**config.mk**
```make
export PLATFORM = sky130hd
export DESIGN_NAME = writeback_stage
export DESIGN_NICKNAME = d
export VERILOG_FILES = /design/src/rtl/wb_pkg.sv /design/src/rtl/load_extend.sv /design/src/rtl/writeback_stage.sv
export SDC_FILE = /design/constraint.sdc
export NUM_CORES = 1
export LEC_CHECK = 0
export ABC_AREA = 1
export CELL_PAD_IN_SITES_DETAIL_PLACEMENT = 0
export CELL_PAD_IN_SITES_GLOBAL_PLACEMENT = 2
export CORE_MARGIN = 2
export CORE_UTILIZATION = 17
export CTS_BUF_LIST = sky130_fd_sc_hd__clkbuf_8
export CTS_CLUSTER_SIZE = 20
export DETAILED_ROUTE_END_ITERATION = 10
export GPL_TIMING_DRIVEN = 0
export PLACE_DENSITY_LB_ADDON = 0.08
export SYNTH_ARGS = -nofsm -noshare
export SYNTH_HDL_FRONTEND = slang
export SYNTH_SLANG_ARGS = --single-unit
export TNS_END_PERCENT = 10
```
**constraint.sdc**
```tcl
create_clock -name clk -period 2.1 [get_ports clk]
set_clock_uncertainty 0.15 [all_clocks]
set_input_delay 0.42 -clock clk [delete_from_list [all_inputs] [get_ports clk]]
set_output_delay 0.42 -clock clk [all_outputs]
set_load 0.02 [all_outputs]
```
**src/rtl/wb_pkg.sv**
```systemverilog
// wb_pkg: shared types and constants for the MEM/WB writeback stage.
//   resultsrc_e : writeback result source select (3 bits, 101-111 treated as ALU)
//   F3Lb..F3Lhu : load funct3 encodings (size and signedness)
//   wb_state_e  : writeback FSM states (run / wait for data-memory response)
package wb_pkg;

    typedef enum logic [2:0] {
        SrcAlu  = 3'b000,
        SrcLoad = 3'b001,
        SrcPc4  = 3'b010,
        SrcImm  = 3'b011,
        SrcCsr  = 3'b100
    } resultsrc_e;

    localparam logic [2:0] F3Lb  = 3'b000;
    localparam logic [2:0] F3Lh  = 3'b001;
    localparam logic [2:0] F3Lw  = 3'b010;
    localparam logic [2:0] F3Lbu = 3'b100;
    localparam logic [2:0] F3Lhu = 3'b101;

    typedef enum logic {
        StRun  = 1'b0,
        StWait = 1'b1
    } wb_state_e;

endpackage

```
**src/rtl/load_extend.sv**
```systemverilog
// load_extend: combinational load-data formatter.
// Ports:
//   memrdata   in  32 : raw aligned word from data memory
//   off        in  2  : byte offset within the word (address[1:0])
//   funct3     in  3  : load size / signedness
//   ldata      out 32 : byte/half/word selected and sign- or zero-extended
//   misaligned out 1  : halfword at odd offset, or word at non-zero offset
module load_extend
    import wb_pkg::*;
(
    input  logic [31:0] memrdata,
    input  logic [1:0]  off,
    input  logic [2:0]  funct3,
    output logic [31:0] ldata,
    output logic        misaligned
);

    logic [7:0]  w_byte;
    logic [15:0] w_half;

    assign w_byte = memrdata[{off, 3'b000} +: 8];
    assign w_half = memrdata[{off[1], 4'b0000} +: 16];

    always_comb begin
        ldata      = memrdata;
        misaligned = 1'b0;
        case (funct3)
            F3Lb:  ldata = {{24{w_byte[7]}}, w_byte};
            F3Lbu: ldata = {24'h000000, w_byte};
            F3Lh: begin
                ldata      = {{16{w_half[15]}}, w_half};
                misaligned = off[0];
            end
            F3Lhu: begin
                ldata      = {16'h0000, w_half};
                misaligned = off[0];
            end
            // LW and every unused encoding load the full word.
            default: begin
                ldata      = memrdata;
                misaligned = (off != 2'b00);
            end
        endcase
    end

endmodule

```
**src/rtl/writeback_stage.sv**
```systemverilog
// writeback_stage: registered MEM/WB stage for the RV32I core.
// Selects among ALU / load / PC+4 / immediate / CSR results, formats load data,
// flags misaligned loads and stalls upstream while a load response is outstanding.
// Optional feature macro: WB_INSTRET_EN (builds the retired-instruction counter).
// Ports:
//   clk, rst (sync, active-high)
//   validM, resultsrcM, funct3M, aluresultM, pcplus4M, immextM, csrdataM,
//   rdM, regwriteM                         : MEM-stage instruction
//   memrdata, memrvalid                    : data-memory response
//   stallM                                 : combinational upstream hold
//   resultW, rdW, regwriteW, validW,
//   misalignW, instretW                    : registered writeback outputs
module writeback_stage
    import wb_pkg::*;
#(
    parameter int unsigned W     = 32,
    parameter int unsigned RA_W  = 5,
    parameter int unsigned CNT_W = 64
) (
    input  logic             clk,
    input  logic             rst,
    input  logic             validM,
    input  logic [2:0]       resultsrcM,
    input  logic [2:0]       funct3M,
    input  logic [W-1:0]     aluresultM,
    input  logic [W-1:0]     pcplus4M,
    input  logic [W-1:0]     immextM,
    input  logic [W-1:0]     csrdataM,
    input  logic [RA_W-1:0]  rdM,
    input  logic             regwriteM,
    input  logic [W-1:0]     memrdata,
    input  logic             memrvalid,
    output logic             stallM,
    output logic [W-1:0]     resultW,
    output logic [RA_W-1:0]  rdW,
    output logic             regwriteW,
    output logic             validW,
    output logic             misalignW,
    output logic [CNT_W-1:0] instretW
);

    wb_state_e       r_state;
    logic [W-1:0]    r_result;
    logic [RA_W-1:0] r_rd;
    logic            r_regwrite;
    logic            r_valid;
    logic            r_misalign;

    logic            w_isload;
    logic            w_pending;
    logic            w_stall;
    logic [W-1:0]    w_ldata;
    logic            w_ld_misaligned;
    logic            w_misaligned;
    logic [W-1:0]    w_result;

    load_extend u_load_extend (
        .memrdata   (memrdata),
        .off        (aluresultM[1:0]),
        .funct3     (funct3M),
        .ldata      (w_ldata),
        .misaligned (w_ld_misaligned)
    );

    assign w_isload     = (resultsrcM == SrcLoad);
    assign w_pending    = validM & w_isload & ~memrvalid;
    // Misalignment only matters for real loads; funct3 is don't-care otherwise.
    assign w_misaligned = w_isload & w_ld_misaligned;

    always_comb begin
        w_stall = 1'b0;
        if (!rst) begin
            if (r_state == StRun) begin
                w_stall = w_pending;
            end else begin
                w_stall = ~memrvalid;
            end
        end
    end

    always_comb begin
        w_result = aluresultM;
        case (resultsrcM)
            SrcLoad: w_result = w_ldata;
            SrcPc4:  w_result = pcplus4M;
            SrcImm:  w_result = immextM;
            SrcCsr:  w_result = csrdataM;
            default: w_result = aluresultM;
        endcase
    end

    always_ff @(posedge clk) begin
        if (rst) begin
            r_state    <= StRun;
            r_result   <= '0;
            r_rd       <= '0;
            r_regwrite <= 1'b0;
            r_valid    <= 1'b0;
            r_misalign <= 1'b0;
        end else begin
            case (r_state)
                StRun:   if (w_pending) r_state <= StWait;
                StWait:  if (memrvalid) r_state <= StRun;
                default: r_state <= StRun;
            endcase

            if (w_stall) begin
                // Bubble into WB; result and rd hold their last values.
                r_valid    <= 1'b0;
                r_regwrite <= 1'b0;
                r_misalign <= 1'b0;
            end else begin
                r_valid    <= validM;
                r_rd       <= rdM;
                r_result   <= w_result;
                r_misalign <= validM & w_misaligned;
                r_regwrite <= validM & regwriteM & (rdM != '0) & ~w_misaligned;
            end
        end
    end

`ifdef WB_INSTRET_EN
    logic [CNT_W-1:0] r_instret;

    always_ff @(posedge clk) begin
        if (rst) begin
            r_instret <= '0;
        end else if (!w_stall && validM) begin
            r_instret <= r_instret + 1'b1;
        end
    end

    assign instretW = r_instret;
`else
    assign instretW = '0;
`endif

    assign stallM    = w_stall;
    assign resultW   = r_result;
    assign rdW       = r_rd;
    assign regwriteW = r_regwrite;
    assign validW    = r_valid;
    assign misalignW = r_misalign;

endmodule

```
# Yosys cells after proc, flatten, opt, wreduce, memory -nomap -nowiden
# Cells that the tools add are included.
# op_classes
n_reduce_logical	6
n_eq_ne	7
n_mux	8
shift	2
bitwise_logic	10
# op_table
op	count
32-bit case mux with 4 select lines	2
32-bit by 6-bit indexed part select with 16-bit output	1
32-bit by 6-bit indexed part select with 8-bit output	1
3-bit equality test (second input constant)	3
1-bit bitwise AND	7
3-bit by 1-bit equality test with 1-bit output (second input constant)	2
3-bit by 2-bit equality test with 1-bit output (second input constant)	2
2-bit OR reduction	3
5-bit nonzero test	1
1-bit two-way mux	4
1-bit case mux with 2 select lines	2
3-bit logical NOT	1
1-bit inverter	3
2-bit nonzero test	1
# word_totals
in_bits	176
reg_bits	41
out_inout_bits	105

# Logic depth before layout (Yosys ltp)
# Gate-level depths: netlist of the first run.
# logic_depth
depth_word	6
depth_mapped	13

# Hierarchy
# A second synthesis of the first run with hierarchy kept.
# unflattened
hier_cells	804
area_unflattened_um2	4553.1
# modules_own_cells
mod	cells_per_inst	area_each_um2	instances
writeback_stage	611	3611.0	1
load_extend	193	942.2	1

# Least setup slack after synthesis of the first run
# Ideal clock, no wire load.
# synth_timing
path_kind	in2out
start	in resultsrcM[2]
end	out stallM
arrival_ps	1206
n_path_buf	1
required_ps	1530
setup_slack_ps	324
path_stages	6
cell_sequence	nor2_1 -> nand2_2 -> o21bai_2 -> nand3_2 -> inv_2 -> buf_4
# synth_between
elab_chain_cells	5
# synth_rtl
element	line_no	text
start, declared	writeback_stage.sv:23	input logic [2:0] resultsrcM,
3-bit by 1-bit equality test with 1-bit output	writeback_stage.sv:65	assign w_isload = (resultsrcM == SrcLoad);
1-bit bitwise AND (2 in a row)	writeback_stage.sv:66	assign w_pending = validM & w_isload & ~memrvalid;
1-bit two-way mux	writeback_stage.sv:73	if (r_state == StRun) begin
1-bit two-way mux	writeback_stage.sv:72	if (!rst) begin
end, declared	writeback_stage.sv:33	output logic stallM,
# Every way passes these cells.

# Worst setup path after layout of the first run
# layout_timing
start	in funct3M[0]
end	reg r_result[15] (netlist: resultW[15])
# layout_between
elab_chain_cells	3
word_cells_on_any_way	6
# layout_rtl
element	line_no	text
start, declared	writeback_stage.sv:24	input logic [2:0] funct3M,
3-bit equality test, or another cell as far along	load_extend.sv:27	case (funct3)
32-bit case mux with 4 select lines (*)	load_extend.sv:27	
32-bit case mux with 4 select lines (*)	writeback_stage.sv:83	case (resultsrcM)
end signal, assigned	writeback_stage.sv:115	r_result <= w_result;
end, declared	writeback_stage.sv:43	logic [W-1:0] r_result;
# Mark *: on every way between the ends. The rest lies on a longest branch, timed or not.
# A chain may end at the register's enable or synchronous reset.

==> results of run 1 <==
worst max-delay path, stage by stage:
cell	delay, ns
clkdlybuf4s50_1	0.54
inv_1	0.08
nand2_2	0.19
nor2_1	0.06
nand2_1	0.11
buf_6	0.17
nand2_2	0.07
o21ai_0	0.21
nand2_1	0.11
nand2_1	0.08
nand2_1	0.04
cell type report:
class,count,area [sq um]
Fill cell,2451,15100
Multi-Input combinational cell,525,2350
Timing Repair Buffer,217,2170
Sequential cell,41,821
Buffer,97,679
Tap cell,280,350
Inverter,32,133
Clock buffer,6,82.6
Clock inverter,2,13.8
Antenna cell,1,2.50
placed cells by master, fill, tap and decap left out, types with 2 or more instances in the layout:
master / n
clkdlybuf4s50_1: 208
nand2_1: 201
buf_4: 69
nor2_1: 67
conb_1: 64
a21oi_1: 42
dfxtp_1: 41
o21ai_0: 40
o21ai_1: 33
inv_1: 24
nand3_1: 19
nand4_1: 17
buf_2: 16
o211ai_1: 8
buf_6: 7
a211oi_1: 7
clkbuf_1: 6
clkbuf_8: 6
inv_2: 5
nand2_2: 5
nor2_2: 4
nor3_1: 3
or2_2: 3
dlygate4sd2_1: 3
nor2_4: 2
inv_4: 2
clkbuf_2: 2
a22o_1: 2
nand2_4: 2
dlymetal6s2s_1: 2
layer usage:
layer	GRT usage, %	vias to the layer above	wire [um]
li1	-	2498	-
met1	20.4	2182	8400
met2	28.0	176	9110
met3	4.48	12	1370
met4	3.20	0	225
met5	0	-	0
where the power goes:
group / total, W / internal, W / switching [W]
sequential: 0.000875 / 0.000842 / 0.0000332
combinational: 0.00122 / 0.000615 / 0.000608
clock: 0.000616 / 0.000268 / 0.000348
total: 0.00271 / 0.00173 / 0.000989
registers in the layout (all words and copies together), names as in the netlist:
register	flops
resultW	32
rdW	5
misalignW	1
r_state	1
regwriteW	1
validW	1
through the flow:
| step | hold slack (ns) | std cells | setup TNS, ns | power (W) | setup slack (ns) |
|---|---|---|---|---|---|
| after floorplan | 0.377 | 696 | 0 | 0.00150 | 0.324 |
| final | 0.247 | 1201 | 0 | 0.00271 | 0.0717 |
| after CTS | 0.309 | 1200 | 0 | 0.00277 | 0.00235 |
| after detailed placement | 0.292 | 1190 | -16.10 | 0.00211 | -1.22 |
| after global routing | 0.274 | 1200 | -0.0427 | 0.00290 | -0.0190 |
| after global placement | 0.290 | 1190 | -15.33 | 0.00211 | -1.18 |
worst paths after layout:
| kind | startpoint | to | slack (ns) | cells past startpoint |
|---|---|---|---|---|
| worst min register to register | resultW[10]$_SDFFE_PP0N_ | resultW[10]$_SDFFE_PP0N_ | 0.31 | 2 |
| worst max-delay path | funct3M[0] | resultW[15]$_SDFFE_PP0N_ | 0.07 | 11 |
| worst min-delay path | validM | validW$_SDFF_PP0_ | 0.25 | 3 |
| worst max register to register | r_state$_SDFF_PP0_ | resultW[27]$_SDFFE_PP0N_ | 0.49 | 7 |
logic make-up (layout without fill, tap and decap cells):
kind of cell | Yosys count | after routing | share of synthesized area [%]
AOI/OAI and AO/OA | 133 | 133 | 19.3
buffers and inverters | 130 | 354 | 21.7
DFF | 41 | 41 | 22.0
other | 1 | 65 | 0.101
and+or+nand+nor | 328 | 328 | 36.9
Yosys cell counts:
cell        n  area, sq um
nand2_1   202          758
nor2_1     68          255
buf_4      67          503
a21oi_1    42          210
dfxtp_1    41          821
o21ai_0    41          205
o21ai_1    32          160
inv_1      26         97.6
nand3_1    19         95.1
nand4_1    17          106
buf_2      16         80.1
clkbuf_1    8         30.0
o211ai_1    8         60.1
a211oi_1    7         52.6
buf_6       6         67.6
inv_2       4         15.0
nand2_2     4         25.0
nor2_2      4         25.0
nor3_1      3         15.0
or2_2       3         18.8
a22o_1      2         17.5
inv_4       2         12.5
nand2_4     2         22.5
nand3_2     2         20.0
and2_0      1         6.26
and2_1      1         6.26
buf_1       1         3.75
conb_1      1         3.75
nand3b_1    1         7.51
nor2_4      1         11.3
o21bai_2    1         11.3
timing repair:
item,in CTS,in global routing
resized for setup,17,9
pin swaps,3,2
hold buffers,0,0
setup buffers,3,0
setup endpoints to repair,33,17
==> impl_metrics.tcl, run 1 <==
set metrics [dict create \
    grt_setup_unrepaired "true" \
    drv_slew 0 \
    nNetsFinal 1095 \
    area_delta_synth_final_pct 77.4 \
    drt-wirelength-per-cell_um 15.9 \
    drc 0 \
    grt_util_all_layers_pct 16.3 \
    drive_above_1_share_pct 14.0 \
    yosysSeqAreaShare_pct 22.0 \
    setup_viol_count_final 0 \
    dpl.hpwl_mm 15.9 \
    via_per_inst 4.05 \
    relSlewSlack_pct 57.1 \
    min_period_over_period_pct 96.6 \
    placedInstanceArea_sq_mm 0.00645 \
    rows 54 \
    grt_overflow_total 0 \
    ant_nets 0 \
    ctsRootBufferMaster "clkbuf_8" \
    hold_path_class "in -> reg" \
    cts_sinks 41 \
    drt-pass1-iter-count 5 \
    grt_pass1_wl_mm 29.0 \
    worstPathRequired_ns 2.17 \
    h-tree-depth 2 \
    grt_antenna_before_repair 1 \
    worstSetupPathType "in -> reg" \
    start_util_pct 17.2 \
    io_pins 281 \
    p_per_area_mw_per_mm2 411 \
    cts_made_buffers 5 \
    cts_tree "yes" \
    p_leak_nw 2.98 \
    final_util_pct 30.4 \
    routed_wl_mm 19.1 \
    outcome "finished clean" \
    via_count 4868 \
    peakVddDrop_uv 219 \
    tightestPinTransition_ns 0.643 \
    startpoint_type "input pin" \
    drt_iter0_drc 225 \
    clock_latency_ns 0.32 \
    clkTransAtPathRegs_ns 0.09 \
    finalHoldViolCount 0 \
    port_buffers 214 \
    cap_violations 0 \
    yosys_warnings 0 \
    synth_cell_types 31 \
    synth_area_sq_mm 0.00372 \
    syn-instance-count 633 \
    fmax_mhz 493 \
    ys_ff_latch 41 \
    fp.dieW_um 152 \
    fin_crit_ns 2.03 \
    design_area_sq_mm 0.00660 \
    cts_max_path_buffers 2 \
    synth_area_per_cell_sq_um 5.88 \
    dieArea_sq_mm 0.0231 \
    fp.dieH_um 152 \
    grt_pass1_vias 4983 \
    crit_arrival_ns 2.10 \
    coreArea_sq_mm 0.0217 \
    gp_congestion 0.835 \
    grt_max_degree 14 \
    worstPathMaxFanout 10 \
    endpoint_kind "flip-flop" \
]
No activity file was read; power rests on OpenSTA's default activity.
==> inputs of run 2 (changes only) <==
HOLD_SLACK_MARGIN = 0.02   (was not set)
==> results of run 2 <==
The final DEF is identical to that of run 1; final timing and power are the same.
